==> src/rtl/time_set_controller.sv <==
// mm:ss time keeper with two-button set mode and field blink; press reaches outputs DEBOUNCE_CYCLES+3 edges after raw rise.
// No backpressure: tick and button events are consumed in the cycle they appear.
module time_set_controller #(
  parameter logic [15:0] DEBOUNCE_CYCLES = 16'd50000,
  parameter logic [23:0] BLINK_CYCLES    = 24'd6250000
) (
  input  logic       clk,
  input  logic       rst_n,
  input  logic       tick_1hz,
  input  logic       btn_mode,
  input  logic       btn_inc,
  output logic [7:0] minutes,
  output logic [7:0] seconds,
  output logic [3:0] blank_mask,
  output logic       set_active
);

  typedef enum logic [1:0] {RUN, SET_MIN, SET_SEC} state_t;

  state_t      state, state_nxt;
  logic        mode_press, inc_press;
  logic [23:0] blink_cnt, blink_cnt_nxt;
  logic        blink_phase, blink_phase_nxt;
  logic [7:0]  minutes_nxt, seconds_nxt;
  logic [3:0]  blank_nxt;

  tsc_debounce #(.CYCLES(DEBOUNCE_CYCLES)) u_db_mode (
    .clk   (clk),
    .rst_n (rst_n),
    .raw   (btn_mode),
    .press (mode_press)
  );

  tsc_debounce #(.CYCLES(DEBOUNCE_CYCLES)) u_db_inc (
    .clk   (clk),
    .rst_n (rst_n),
    .raw   (btn_inc),
    .press (inc_press)
  );

  function automatic logic [7:0] wrap59(input logic [7:0] v);
    return (v == 8'd59) ? 8'd0 : v + 8'd1;
  endfunction

  always_comb begin
    state_nxt       = state;
    minutes_nxt     = minutes;
    seconds_nxt     = seconds;
    blink_cnt_nxt   = 24'd0;
    blink_phase_nxt = 1'b0;
    blank_nxt       = 4'b0000;

    // mode outranks inc; in RUN a coincident tick still lands
    case (state)
      RUN: begin
        if (tick_1hz) begin
          seconds_nxt = wrap59(seconds);
          if (seconds == 8'd59) minutes_nxt = wrap59(minutes);
        end
        if (mode_press) state_nxt = SET_MIN;
      end
      SET_MIN: begin
        if (mode_press)     state_nxt   = SET_SEC;
        else if (inc_press) minutes_nxt = wrap59(minutes);
      end
      SET_SEC: begin
        if (mode_press)     state_nxt   = RUN;
        else if (inc_press) seconds_nxt = wrap59(seconds);
      end
      default: state_nxt = RUN;
    endcase

    if (state_nxt == state && state != RUN) begin
      if (blink_cnt == BLINK_CYCLES - 24'd1) begin
        blink_cnt_nxt   = 24'd0;
        blink_phase_nxt = ~blink_phase;
      end else begin
        blink_cnt_nxt   = blink_cnt + 24'd1;
        blink_phase_nxt = blink_phase;
      end
    end

    if (blink_phase_nxt && state_nxt == SET_MIN) blank_nxt = 4'b1100;
    if (blink_phase_nxt && state_nxt == SET_SEC) blank_nxt = 4'b0011;
  end

  always_ff @(posedge clk) begin
    if (!rst_n) begin
      state       <= RUN;
      minutes     <= 8'd0;
      seconds     <= 8'd0;
      blink_cnt   <= 24'd0;
      blink_phase <= 1'b0;
      blank_mask  <= 4'b0000;
      set_active  <= 1'b0;
    end else begin
      state       <= state_nxt;
      minutes     <= minutes_nxt;
      seconds     <= seconds_nxt;
      blink_cnt   <= blink_cnt_nxt;
      blink_phase <= blink_phase_nxt;
      blank_mask  <= blank_nxt;
      set_active  <= (state_nxt != RUN);
    end
  end

endmodule

// Button synchronizer + debouncer; press is a 1-cycle pulse on the debounced rising edge.
// Latency CYCLES+2 edges from raw rise to press; no backpressure.
module tsc_debounce #(
  parameter logic [15:0] CYCLES = 16'd50000
) (
  input  logic clk,
  input  logic rst_n,
  input  logic raw,
  output logic press
);

  logic [1:0]  sync;
  logic        level;
  logic [15:0] cnt;

  always_ff @(posedge clk) begin
    if (!rst_n) begin
      sync  <= 2'b00;
      level <= 1'b0;
      cnt   <= 16'd0;
      press <= 1'b0;
    end else begin
      sync  <= {sync[0], raw};
      press <= 1'b0;
      if (sync[1] == level) begin
        cnt <= 16'd0;
      end else if (cnt == CYCLES - 16'd1) begin
        level <= sync[1];
        cnt   <= 16'd0;
        press <= sync[1];
      end else begin
        cnt <= cnt + 16'd1;
      end
    end
  end

endmodule

==> config.mk <==
export PLATFORM = sky130hd
export DESIGN_NAME = time_set_controller
export DESIGN_NICKNAME = d
export VERILOG_FILES = /design/src/rtl/time_set_controller.sv
export SDC_FILE = /design/constraint.sdc
export NUM_CORES = 1
export LEC_CHECK = 0
export ABC_AREA = 1
export CAP_MARGIN = 20
export CORE_AREA = 3 3 101 93
export CTS_CLUSTER_DIAMETER = 60
export CTS_CLUSTER_SIZE = 8
export DETAILED_ROUTE_END_ITERATION = 6
export DIE_AREA = 0 0 104 96
export GPL_TIMING_DRIVEN = 0
export PLACE_DENSITY = 0.76
export SYNTH_ARGS = -nofsm -noshare
export SYNTH_HDL_FRONTEND = slang
export SYNTH_SLANG_ARGS = --single-unit
==> constraint.sdc <==
create_clock -name clk -period 1.8 [get_ports clk]
set_input_delay 0.18 -clock clk [delete_from_list [all_inputs] [get_ports clk]]
set_output_delay 0.18 -clock clk [all_outputs]
set_load 0.01 [all_outputs]
# == After elaboration in Yosys (flattened, before gate mapping) ==
# Cells that the tools add are included.
# Widths: inputs -> output; s select.
# totals
input_bits,5
reg_bits,88
word_cells,83
out_inout_bits,21
# classes
add_sub_neg,5
n_reduce_logical,18
n_eq_ne,18
n_mux,19
bitwise_logic,7
# op_table
operator,count
$mux 8,9
$add 16x1->16 const B,2
$eq 16x16->1 const B,2
$pmux 8 s2,2
$add 24x1->24 const B,1
$eq 24x23->1 const B,1
$add 8x1->8 const B,2
$eq 8x6->1 const B,2
$reduce_or 3->1,5
$mux 2,4
$ne 2x2->1 const B,4
$reduce_bool 2->1,4
$not 1->1,7
$pmux 2 s3,1
$reduce_and 5->1,1
$eq 2x1->1 const B,2
$eq 2x2->1 const B,2
$mux 4,1
$ne 2x1->1 const B,2
$reduce_and 2->1,2
$reduce_and 4->1,1
$logic_and 1x1->1,3
$eq 1x1->1,2
$eq 2x2->1,1
3 further kinds,4

# == Logic depth before layout (Yosys ltp) ==
# Gate-level depths: netlist (run 1).
# depth
ltp_word,8
depth_mapped,10
ltp_nobuf,10

# == By module ==
# A second synthesis (run 1) with hierarchy kept.
# hier_totals
hier_cells,696
area_unflattened_um2,4578.1
# modules_own_cells
module,area_each_um2,cells_per_inst,seq_area_each_um2,instances
time_set_controller,2438.6,374,920.9,1
tsc_debounce,1069.8,161,400.4,2

# == Worst setup path before layout (run 1) ==
# Ideal clock, no wire load.
# synth_timing
kind,register to register
from,reg seconds[0]
to,reg minutes[1]
synth_period_minus_slack_ns,1.409
arrival_ns,1.294
stages_incl_launch_ff,8
setup_time_ns,0.116
n_path_buf,0
t_required_ns,1.684
path_slack_ns,0.391
path_cell_list,dfxtp_1 ha_1 nor3b_2 nand2_1 nand2_1 nand2_2 o21ai_0 nor2_1
# synth_via
elab_chain_len,3
# synth_lines
item,line,text
from (decl),13,"output logic [7:0] seconds,"
from (signal assigned),99,seconds <= seconds_nxt;
$eq 8x6->1,58,if (seconds == 8'd59) minutes_nxt = wrap59(minutes);
$ne 2x2->1 (no source line),-,
$reduce_and 5->1 (no source line),-,
to (signal assigned),98,minutes <= minutes_nxt;
to (decl),12,"output logic [7:0] minutes,"
# Every way passes these cells.
# A chain may end at the register's enable or synchronous reset.

# == Worst setup path in the final report (run 1) ==
# layout_timing
from,reg seconds[0]
to,reg minutes[5]
# The elaborated chain is that of the path after synthesis.

==> results of run 1 <==
stage by stage:
| step | setup slack, ns | cell area [sq um] | total power, mW | util [%] | hold WS [ns] |
|---|---|---|---|---|---|
| after detailed placement | 0.140 | 4660 | 2.03 | 54.9 | 0.413 |
| after CTS | 0.150 | 4860 | 3.36 | 57.2 | 0.326 |
| after global routing | 0.00447 | 4880 | 3.44 | 57.4 | 0.332 |
| after floorplan | 0.391 | 4260 | 2.00 | - | 0.278 |
| final | 0.161 | 4880 | 3.33 | 57.4 | 0.340 |
| after global placement | 0.127 | 4660 | 2.03 | 54.9 | 0.405 |
area by class of cell:
| class | instances | share of cell area, % |
|---|---|---|
| clock inverters | 7 | 1.51 |
| well taps | 119 | 3.05 |
| inverters | 70 | 5.41 |
| multi-input cells | 447 | 45.6 |
| flip-flops and latches | 86 | 35.3 |
| repair buffers | 26 | 5.29 |
| clock buffers | 9 | 2.54 |
| plain buffers | 8 | 1.31 |
tightest hold or removal path, stage by stage:
cell	delay (ns)
clkdlybuf4s50_1	0.40
nand2_1	0.06
inv_1	0.03
state kept, by name, indices dropped and copies added, names as in the netlist, 2 cells and up:
| register | count |
|---|---|
| minutes | 8 |
| state | 2 |
| u_db_inc.cnt | 16 |
| seconds | 8 |
| u_db_mode.cnt | 16 |
| u_db_mode.sync | 2 |
| blink_cnt | 24 |
| u_db_inc.sync | 2 |
| blank_mask | 2 |
repair_timing:
| action | CTS | global route |
|---|---|---|
| endpoints found under the hold margin | 0 | 0 |
| setup buffers | 0 | 1 |
| endpoints found under the setup margin | 0 | 19 |
| gates resized for setup | 0 | 2 |
kinds of logic (layout without fill, tap and decap cells):
| family | count (synthesis) | count (layout) | share of synthesized area (%) |
|---|---|---|---|
| AND/OR/NAND/NOR | 370 | 370 | 38.9 |
| flip-flops | 86 | 86 | 40.4 |
| buffers and inverters | 78 | 120 | 7.69 |
| AO/OA/AOI/OAI | 43 | 43 | 5.61 |
| XOR/XNOR | 29 | 29 | 5.96 |
| adder cells (fa/ha/maj) | 5 | 5 | 1.47 |
routing by layer:
metal  up-vias  global-route usage (%)  share of wire [%]
li1       2013                       -                  -
met1      1746                    22.5                 45
met2        98                    31.5                 48
met3        11                    4.69                5.4
met4         0                    6.87                1.2
met5         -                       0                  0
worst min path at each step:
| stage | start | to | slack, ns | depth (start not counted) |
|---|---|---|---|---|
| 2_1_floorplan | btn_inc | u_db_inc.sync[0]$_SDFF_PN0_ | 0.28 | 2 |
| 3_3_place_gp | u_db_inc.sync[0]$_SDFF_PN0_ | u_db_inc.sync[1]$_SDFF_PN0_ | 0.41 | 2 |
| 3_5_place_dp | u_db_mode.sync[0]$_SDFF_PN0_ | u_db_mode.sync[1]$_SDFF_PN0_ | 0.41 | 2 |
| 4_1_cts | btn_inc | u_db_inc.sync[0]$_SDFF_PN0_ | 0.33 | 3 |
| 5_1_grt | btn_inc | u_db_inc.sync[0]$_SDFF_PN0_ | 0.33 | 3 |
| 6_report | btn_inc | u_db_inc.sync[0]$_SDFF_PN0_ | 0.34 | 3 |
power groups by stage:
stage / logic [mW] / registers, mW / clock network [mW]
final: 0.0694 / 1.92 / 1.34
after global routing: 0.0778 / 1.92 / 1.44
after CTS: 0.0680 / 1.92 / 1.38
after detailed placement: 0.0679 / 1.96 / 0
after global placement: 0.0666 / 1.96 / 0
after floorplan: 0.0360 / 1.96 / 0
synthesized netlist by cell type, types with 5 or more instances:
library cell | n | area [sq um]
a21oi_1 | 28 | 140
a21oi_2 | 5 | 43.8
dfxtp_1 | 86 | 1720
ha_1 | 5 | 62.6
inv_1 | 67 | 251
nand2_1 | 147 | 552
nand2_2 | 5 | 31.3
nand3_1 | 42 | 210
nand4_1 | 21 | 131
nor2_1 | 109 | 409
nor2_2 | 14 | 87.6
nor3_1 | 15 | 75.1
o21ai_0 | 8 | 40.0
xnor2_1 | 7 | 61.3
xor2_1 | 22 | 193
==> implementation parameters, run 1 <==
Parameter                              Value

STA
  Sum Neg Setup Slack    0 ns
  Max-slew violation count    0
  Shortest period the worst path allows    between 1.5 and 2 ns
  Final count of negative-setup-slack endpoints    0
  Final Hold Vio Count    0
  Clock skew after layout    about 0.0097 ns
  Slew Limit Headroom    roughly 63%
  Period Utilization, post-route    between 90% and 100%
  Worst slew pin tran    between 0.5 and 0.6 ns
  Setup repair after global routing missed its margin    false
  Achievable Freq    a little over 600 MHz

Synthesis
  Flip-flop and latch count after synthesis    86
  Sequential area share after synthesis    about two fifths
  Number of nets in the synthesized netlist    ~620
  Mean area per synthesized cell    around 7.0 sq um
  FFs w/ async S/R, synth    0%
  Number of warnings reported in the yosys synthesis log    0
  Cells after Synth    about 610
  Netlist area before placement    0.00426 sq mm
  Number of flops mapped to enable cells by yosys    0
  Most instantiated flip-flop cell in the synthesis netlist    dfxtp_1
  Number of different library cells in the post-synthesis netlist    31

Floorplan
  Row Count    32
  Die Height    roughly 96 microns
  Core footprint    0.00849 sq mm
  Horizontal extent of the die    between 100 and 150 microns
  Area enclosed by the die boundary    0.00998 sq mm
  Number of top-level pins    26
  Initial Util    50.2%

Power and ir drop
  Internal power consumption    roughly 2.5 mW
  Clk network pwr share    between 40% and 50%
  Power spent charging and discharging nets    0.840 mW
  Worst vdd ir    approximately 0.35 mV
  Leakage    around 1.7 nW
  Power per standard cell area    slightly below 700 mW/mm^2
  Combinational group share of total power    between 2 and 2.5%
  Switching share of power    25.3%
  Share of power burned in registers    between 50% and 60%

Global routing
  Global-route wire length before repair    15.2 mm
  Maximum number of pins on one net before global-route repair    19
  Remaining Overflow, GRT    0
  Number of antenna violations at the first check in global routing    0
  Number of global-route vias before repair    3,563
  GRT Overall Usage    a little under a fifth

Min path
  Class of the tightest hold or removal check    input pin to register

Placed design
  Gpl congestion    0.910
  Input/output buffers    25
  Final HPWL from detailed placement    roughly 6.6 mm
  Cell count after placement    approximately 760

Setup path
  Slowest cell on crit path    dfxtp_1
  Worst-path fanout max    9
  Number of cells on the critical path    8
  CP Launch Point    seconds[0]$_SDFFE_PN0P_
  Endpoint of the worst-slack reg-to-reg timing path    minutes[5]$_SDFFE_PN0P_
  Buffer and inverter count on the worst path    1
  Critical Path Source Type    register
  Crit Path Category    register to register
  Worst reg-to-reg path cell count    8
  Crit path capture type    register
  Reg-to-reg startpoint    seconds[0]$_SDFFE_PN0P_
  Data required, critical path    2.09 ns
  Critical path capture point    minutes[5]$_SDFFE_PN0P_
  Cell type group with the largest total delay on the critical path    simple AND/OR/NAND/NOR gates
  Cell breakdown of the critical path    ha_1 > nor3b_2 > nand2_1 > nand2_1 > nand2_2 > clkinv_2 > nand2_1 > a21oi_1
  R2R setup slack    between 0.15 and 0.2 ns
  Arr. time, crit path    1.93 ns
  Cell seen most often among critical-path stages    nand2_1
  Largest incremental delay on the critical path    0.40 ns

Finish
  Non-filler cells in the finished layout    around 770
  Most frequent cells in the layout    147 x nand2_1, 108 x nor2_1, 86 x dfxtp_1, 67 x inv_1, 42 x nand3_1
  Total of fill cells in the finished design    782
  Sequential Area    0.00172 sq mm
  Layout-stage area growth over the synthesis result    14.4%
  Layout cells sized above 1    around a tenth
  Total number of nets in the final design    658
  Area of the multi-input gates    between 0.002 and 0.0025 sq mm
  Number of diodes    0
  Most common library cell in the layout ignoring fill and taps    nand2_1

Routing
  Routed WL    between 8 and 9 mm
  Post-route ant nets    0
  Detailed Routing Iterations Pass 1    5
  Number of vias after detailed routing    approximately 3,900
  Via-to-Cell Ratio    5.01
  Detailed router's first-iteration violation count    171
  Avg WL per Cell    around 12 microns
  Number of remaining DRC errors    0

Clock tree
  Clock transition time at the flip-flop clock pins of the worst setup and hold paths    around 0.10 ns
  Clock tree buffer depth    2
  Source-to-sink clock delay at the later pin of the worst-skew pair    between 0.3 and 0.4 ns
  Hold bufs inserted after CTS    0
  # clock sinks    86
  Clk root buf    clkbuf_8
  CTS tree    built
  Max H-tree Level    3
  TritonCTS buffer count    9

Outcome
  Status    finished clean

Flow run
  Max Cap Viol    0
Note: power is estimated with default switching activity, not from simulation.
==> run 2: changes to the inputs <==
--- a/config.mk
+++ b/config.mk
@@ -14,6 +14,7 @@
 export DIE_AREA = 0 0 104 96
 export GPL_TIMING_DRIVEN = 0
 export PLACE_DENSITY = 0.76
+export REMOVE_ABC_BUFFERS = 1
 export SYNTH_ARGS = -nofsm -noshare
 export SYNTH_HDL_FRONTEND = slang
 export SYNTH_SLANG_ARGS = --single-unit
==> implementation parameters, run 2 (same netlist as run 1, synthesis figures left out) <==
Parameter                              Value

Setup path
  Crit path capture type    output pin
  Buffer and inverter count on the worst path    1
  Data required, critical path    around 1.6 ns
  Cell type group with the largest total delay on the critical path    buffers and inverters
  R2R setup slack    about 0.23 ns
  Worst reg-to-reg path cell count    8
  Worst-path fanout max    7
  Slowest cell on crit path    clkdlybuf4s50_1
  Largest incremental delay on the critical path    0.59 ns
  Number of cells on the critical path    1
  Arr. time, crit path    1.40 ns
  Cell breakdown of the critical path    clkdlybuf4s50_1
  Critical Path Source Type    register
  Crit Path Category    register to output pin

Floorplan
  Core footprint    0.00849 sq mm
  Horizontal extent of the die    104 microns
  Die Height    around 96 microns
  Initial Util    50.2%
  Area enclosed by the die boundary    about 0.010 sq mm
  Number of top-level pins    26
  Row Count    32

Finish
  Area of the multi-input gates    0.00221 sq mm
  Most frequent cells in the layout    147 x nand2_1, 109 x nor2_1, 86 x dfxtp_1, 67 x inv_1, 42 x nand3_1
  Layout cells sized above 1    under 10%
  Non-filler cells in the finished layout    763
  Total of fill cells in the finished design    about 820
  Max FFs per register    24
  Cell area after layout    ~0.0048 sq mm
  Share of the core filled with cells    56.5%
  Number of diodes    0
  Most common library cell in the layout ignoring fill and taps    nand2_1
  Largest Register    blink_cnt
  Leading registers by flop count    blink_cnt x24, u_db_inc.cnt x16, u_db_mode.cnt x16
  Sequential Area    0.00172 sq mm
  Total number of nets in the final design    649
  Layout-stage area growth over the synthesis result    12.6%

STA
  Final count of negative-setup-slack endpoints    0
  Shortest period the worst path allows    1.58 ns
  Sum Neg Setup Slack    0 ns
  Clock skew after layout    ~0.0065 ns
  Setup slack of the critical path after layout    0.220 ns
  Tightest hold margin    approximately 0.36 ns
  Period Utilization, post-route    87.8%
  Slew Limit Headroom    approximately 63%
  Achievable Freq    about 630 MHz
  Max-slew violation count    0
  Setup repair after global routing missed its margin    false
  Worst slew pin tran    roughly 0.55 ns
  Final Hold Vio Count    0

Power and ir drop
  Worst vdd ir    approximately 0.46 mV
  Power per standard cell area    697 mW/mm^2
  Total Power    between 3 and 4 mW
  Leakage    approximately 1.6 nW

Global routing
  Global-route wire length before repair    between 10 and 15 mm
  GRT Overall Usage    17.2%
  Number of global-route vias before repair    3,407
  Maximum number of pins on one net before global-route repair    23
  Remaining Overflow, GRT    0
  Number of antenna violations at the first check in global routing    0

Routing
  Detailed router's first-iteration violation count    roughly 160
  Number of remaining DRC errors    0
  Via-to-Cell Ratio    roughly 5
  Routed WL    roughly 8.0 mm
  Post-route ant nets    0
  Detailed Routing Iterations Pass 1    4
  Avg WL per Cell    10.5 microns
  Number of vias after detailed routing    3,710

Placed design
  Cell count after placement    around 750
  Gpl congestion    approximately 0.9
  Standard cell area after detailed placement    between 0.004 and 0.005 sq mm
  Final HPWL from detailed placement    6.10 mm
  Input/output buffers    25
  Worst slack at placement    -0.403 ns

Clock tree
  TritonCTS buffer count    9
  # clock sinks    between 80 and 90
  Source-to-sink clock delay at the later pin of the worst-skew pair    0.35 ns
  Clk root buf    clkbuf_8
  Max H-tree Level    3
  Clock tree buffer depth    2
  CTS tree    built
  Clock transition time at the flip-flop clock pins of the worst setup and hold paths    roughly 0.080 ns
  Postcts setup bufs    0

Min path
  Class of the tightest hold or removal check    input pin to register
  Number of cells on the worst hold path    3

Outcome
  Status    finished clean

Flow run
  Max Cap Viol    0
run 2: layout make-up:
class | instances | share of cell area, %
Sequential cell | 86 | 35.9
Multi-Input combinational cell | 447 | 46.1
Timing Repair Buffer | 25 | 5.19
Clock inverter | 3 | 0.886
Inverter | 70 | 5.50
Clock buffer | 13 | 3.31
Tap cell | 119 | 3.10
run 2: what timing repair did:
| item | CTS | global route |
|---|---|---|
| hold buffers | 0 | 0 |
| resized for setup | 1 | 1 |
| hold endpoints to repair | 0 | 0 |
| endpoints found under the setup margin | 6 | 2 |
run 2: path summary, 6_finish.rpt:
check	start	endpoint
min	btn_mode	u_db_mode.sync[0]$_SDFF_PN0_
max	minutes[2]$_SDFFE_PN0P_	minutes[2]
max reg2reg	seconds[0]$_SDFFE_PN0P_	minutes[5]$_SDFFE_PN0P_
min reg2reg	u_db_inc.sync[0]$_SDFF_PN0_	u_db_inc.sync[1]$_SDFF_PN0_
run 2: where the power goes:
| group | total, mW | switching, mW | internal [mW] | leakage, nW |
|---|---|---|---|---|
| Sequential | 1.92 | 0.00741 | 1.91 | 0.694 |
| Clock | 1.37 | 0.650 | 0.717 | 0.0996 |
| Combinational | 0.0621 | 0.0377 | 0.0244 | 0.823 |
run 2: routing by layer:
metal	track usage (%)	wire [microns]	vias up
li1	-	-	1986
met1	21.7	3850	1665
met2	29.3	3750	46
met3	3.89	293	13
met4	5.87	110	0
met5	0	0	-
==> run 3: changes to the inputs <==
--- a/config.mk
+++ b/config.mk
@@ -7,13 +7,13 @@
 export LEC_CHECK = 0
 export ABC_AREA = 1
 export CAP_MARGIN = 20
-export CORE_AREA = 3 3 101 93
+export CORE_AREA = 3 3 111 102
 export CTS_CLUSTER_DIAMETER = 60
 export CTS_CLUSTER_SIZE = 8
 export DETAILED_ROUTE_END_ITERATION = 6
-export DIE_AREA = 0 0 104 96
+export DIE_AREA = 0 0 114 105
 export GPL_TIMING_DRIVEN = 0
-export PLACE_DENSITY = 0.76
+export PLACE_DENSITY = 0.66
 export REMOVE_ABC_BUFFERS = 1
 export SYNTH_ARGS = -nofsm -noshare
 export SYNTH_HDL_FRONTEND = slang
==> implementation parameters, run 3 (same netlist as run 1, synthesis figures left out) <==
Parameter                              Value

Placed design
  Worst slack at placement    -0.453 ns
  Final HPWL from detailed placement    approximately 6.3 mm
  Gpl congestion    about 0.9
  Input/output buffers    25

Min path
  Class of the tightest hold or removal check    input pin to register

Routing
  Detailed router's first-iteration violation count    roughly 170
  Avg WL per Cell    roughly 11 microns
  Number of remaining DRC errors    0
  Detailed Routing Iterations Pass 1    4
  Number of vias after detailed routing    ~3,700
  Routed WL    8.67 mm
  Post-route ant nets    0
  Via-to-Cell Ratio    4.83

Floorplan
  Initial Util    around 42%
  Core footprint    just over 0.01 sq mm
  Die Height    105 microns
  Row Count    35
  Horizontal extent of the die    between 100 and 150 microns
  Number of top-level pins    26
  Area enclosed by the die boundary    about 0.012 sq mm

Finish
  Most frequent cells in the layout    147 x nand2_1, 109 x nor2_1, 86 x dfxtp_1, 66 x inv_1, 42 x nand3_1
  Largest Register    blink_cnt
  Max FFs per register    24
  Number of diodes    0
  Total number of nets in the final design    between 600 and 700
  Share of the core filled with cells    between 40% and 50%
  Layout cells sized above 1    8.84%
  Most common library cell in the layout ignoring fill and taps    nand2_1
  Total of fill cells in the finished design    approximately 1,000
  Leading registers by flop count    blink_cnt x24, u_db_inc.cnt x16, u_db_mode.cnt x16
  Layout-stage area growth over the synthesis result    15.3%

Power and ir drop
  Power spent charging and discharging nets    0.804 mW
  Internal power consumption    between 2 and 3 mW
  Leakage    between 1.5 and 2 nW
  Switching share of power    21.4%
  Clk network pwr share    47.0%
  Combinational group share of total power    1.8%
  Share of power burned in registers    about half
  Worst vdd ir    0.585 mV
  Power per standard cell area    around 760 mW/mm^2

STA
  Clock skew after layout    just over 0.006 ns
  Max-slew violation count    0
  Setup slack of the critical path after layout    0.211 ns
  Final count of negative-setup-slack endpoints    0
  Achievable Freq    629 MHz
  Worst slew pin tran    0.638 ns
  Period Utilization, post-route    88.3%
  Shortest period the worst path allows    1.59 ns
  Setup repair after global routing missed its margin    false
  Slew Limit Headroom    a little under three fifths
  Final Hold Vio Count    0

Setup path
  Arr. time, crit path    1.86 ns
  Crit path capture type    register
  Reg-to-reg startpoint    seconds[0]$_SDFFE_PN0P_
  R2R setup slack    roughly 0.21 ns
  Endpoint of the worst-slack reg-to-reg timing path    minutes[2]$_SDFFE_PN0P_
  CP Launch Point    seconds[0]$_SDFFE_PN0P_
  Worst-path fanout max    9
  Critical path capture point    minutes[2]$_SDFFE_PN0P_
  Data required, critical path    a little over 2 ns
  Worst reg-to-reg path cell count    8
  Critical Path Source Type    register
  Crit Path Category    register to register

Global routing
  Number of global-route vias before repair    3,500
  Global-route wire length before repair    around 15 mm
  Number of antenna violations at the first check in global routing    0
  Remaining Overflow, GRT    0
  Maximum number of pins on one net before global-route repair    23
  GRT Overall Usage    ~15%

Clock tree
  Clk root buf    clkbuf_16
  CTS tree    built
  Max H-tree Level    3
  Clock tree buffer depth    2
  Clock transition time at the flip-flop clock pins of the worst setup and hold paths    approximately 0.060 ns
  TritonCTS buffer count    9
  Source-to-sink clock delay at the later pin of the worst-skew pair    0.34 ns
  Hold bufs inserted after CTS    0
  # clock sinks    86

Outcome
  Status    finished clean

Flow run
  Max Cap Viol    0
-- run 3: cell count changes in the layout (fill, tap and decap cells not counted), sizes merged --
cell / change
clkbuf: -2
clkinv: +2
clkinvlp: +2
buf: +1
bufinv: -1
dlygate4sd2: -1
dlymetal6s2s: +1
inv: -1
-- run 3: worst min-delay path by stage --
stage,start,end,slack (ns),cells past startpoint
after floorplan,rst_n,u_db_inc.sync[0]$_SDFF_PN0_,0.27,2
after global placement,u_db_mode.sync[0]$_SDFF_PN0_,u_db_mode.sync[1]$_SDFF_PN0_,0.40,2
after detailed placement,u_db_mode.sync[0]$_SDFF_PN0_,u_db_mode.sync[1]$_SDFF_PN0_,0.40,2
after CTS,btn_inc,u_db_inc.sync[0]$_SDFF_PN0_,0.38,3
after global routing,btn_inc,u_db_inc.sync[0]$_SDFF_PN0_,0.40,3
final,rst_n,u_db_mode.sync[1]$_SDFF_PN0_,0.38,3
-- run 3: per-stage QoR --
step           TNS, ns  cells  power [mW]  area, sq um  hold slack, ns
5_1_grt              0    774        3.88         4910           0.398
3_3_place_gp     -9.07    757        2.03         4610           0.404
4_1_cts              0    774        3.81         4910           0.381
2_1_floorplan        0    603        1.99         4200           0.273
6_report             0    774        3.75         4910           0.376
3_5_place_dp     -9.58    757        2.03         4610           0.400
-- run 3: layout make-up --
type / instances / area (sq um) / area share (%)
clock buffers: 11 / 253 / 5.15
clock inverters: 5 / 33.8 / 0.688
inverters: 70 / 268 / 5.45
multi-input cells: 447 / 2210 / 45.1
flip-flops and latches: 86 / 1720 / 35.0
well taps: 129 / 161 / 3.29
repair buffers: 26 / 260 / 5.30
-- run 3: metal layers --
layer | up-vias | global-route usage [%] | share of wire, %
met4 | 0 | 5.51 | 1.5
met3 | 10 | 3.76 | 3.1
met1 | 1694 | 19.1 | 49
met2 | 41 | 25.9 | 47
met5 | - | 0 | 0
li1 | 1996 | - | -
-- run 3: timing repair --
| item | CTS | global route |
|---|---|---|
| hold endpoints to repair | 0 | 0 |
| buffers inserted | 1 | 0 |
| endpoints found under the setup margin | 22 | 25 |
| pin swaps | 0 | 0 |
| gates cloned | 0 | 0 |
| resized for setup | 1 | 2 |
-- run 3: critical path: stages, from the launching register on --
cell	delay (ns)
dfxtp_1	0.39
ha_2	0.25
nor3b_2	0.20
nand2_1	0.11
nand2_1	0.11
nand2_2	0.14
clkinv_2	0.14
nand2_1	0.06
a21oi_1	0.12
-- run 3: power groups by stage --
| stage | clock network (mW) | registers (mW) | logic, mW |
|---|---|---|---|
| 2_1_floorplan | 0 | 1.96 | 0.0309 |
| 3_3_place_gp | 0 | 1.96 | 0.0633 |
| 3_5_place_dp | 0 | 1.96 | 0.0659 |
| 4_1_cts | 1.83 | 1.92 | 0.0690 |
| 5_1_grt | 1.88 | 1.92 | 0.0774 |
| 6_report | 1.76 | 1.92 | 0.0689 |
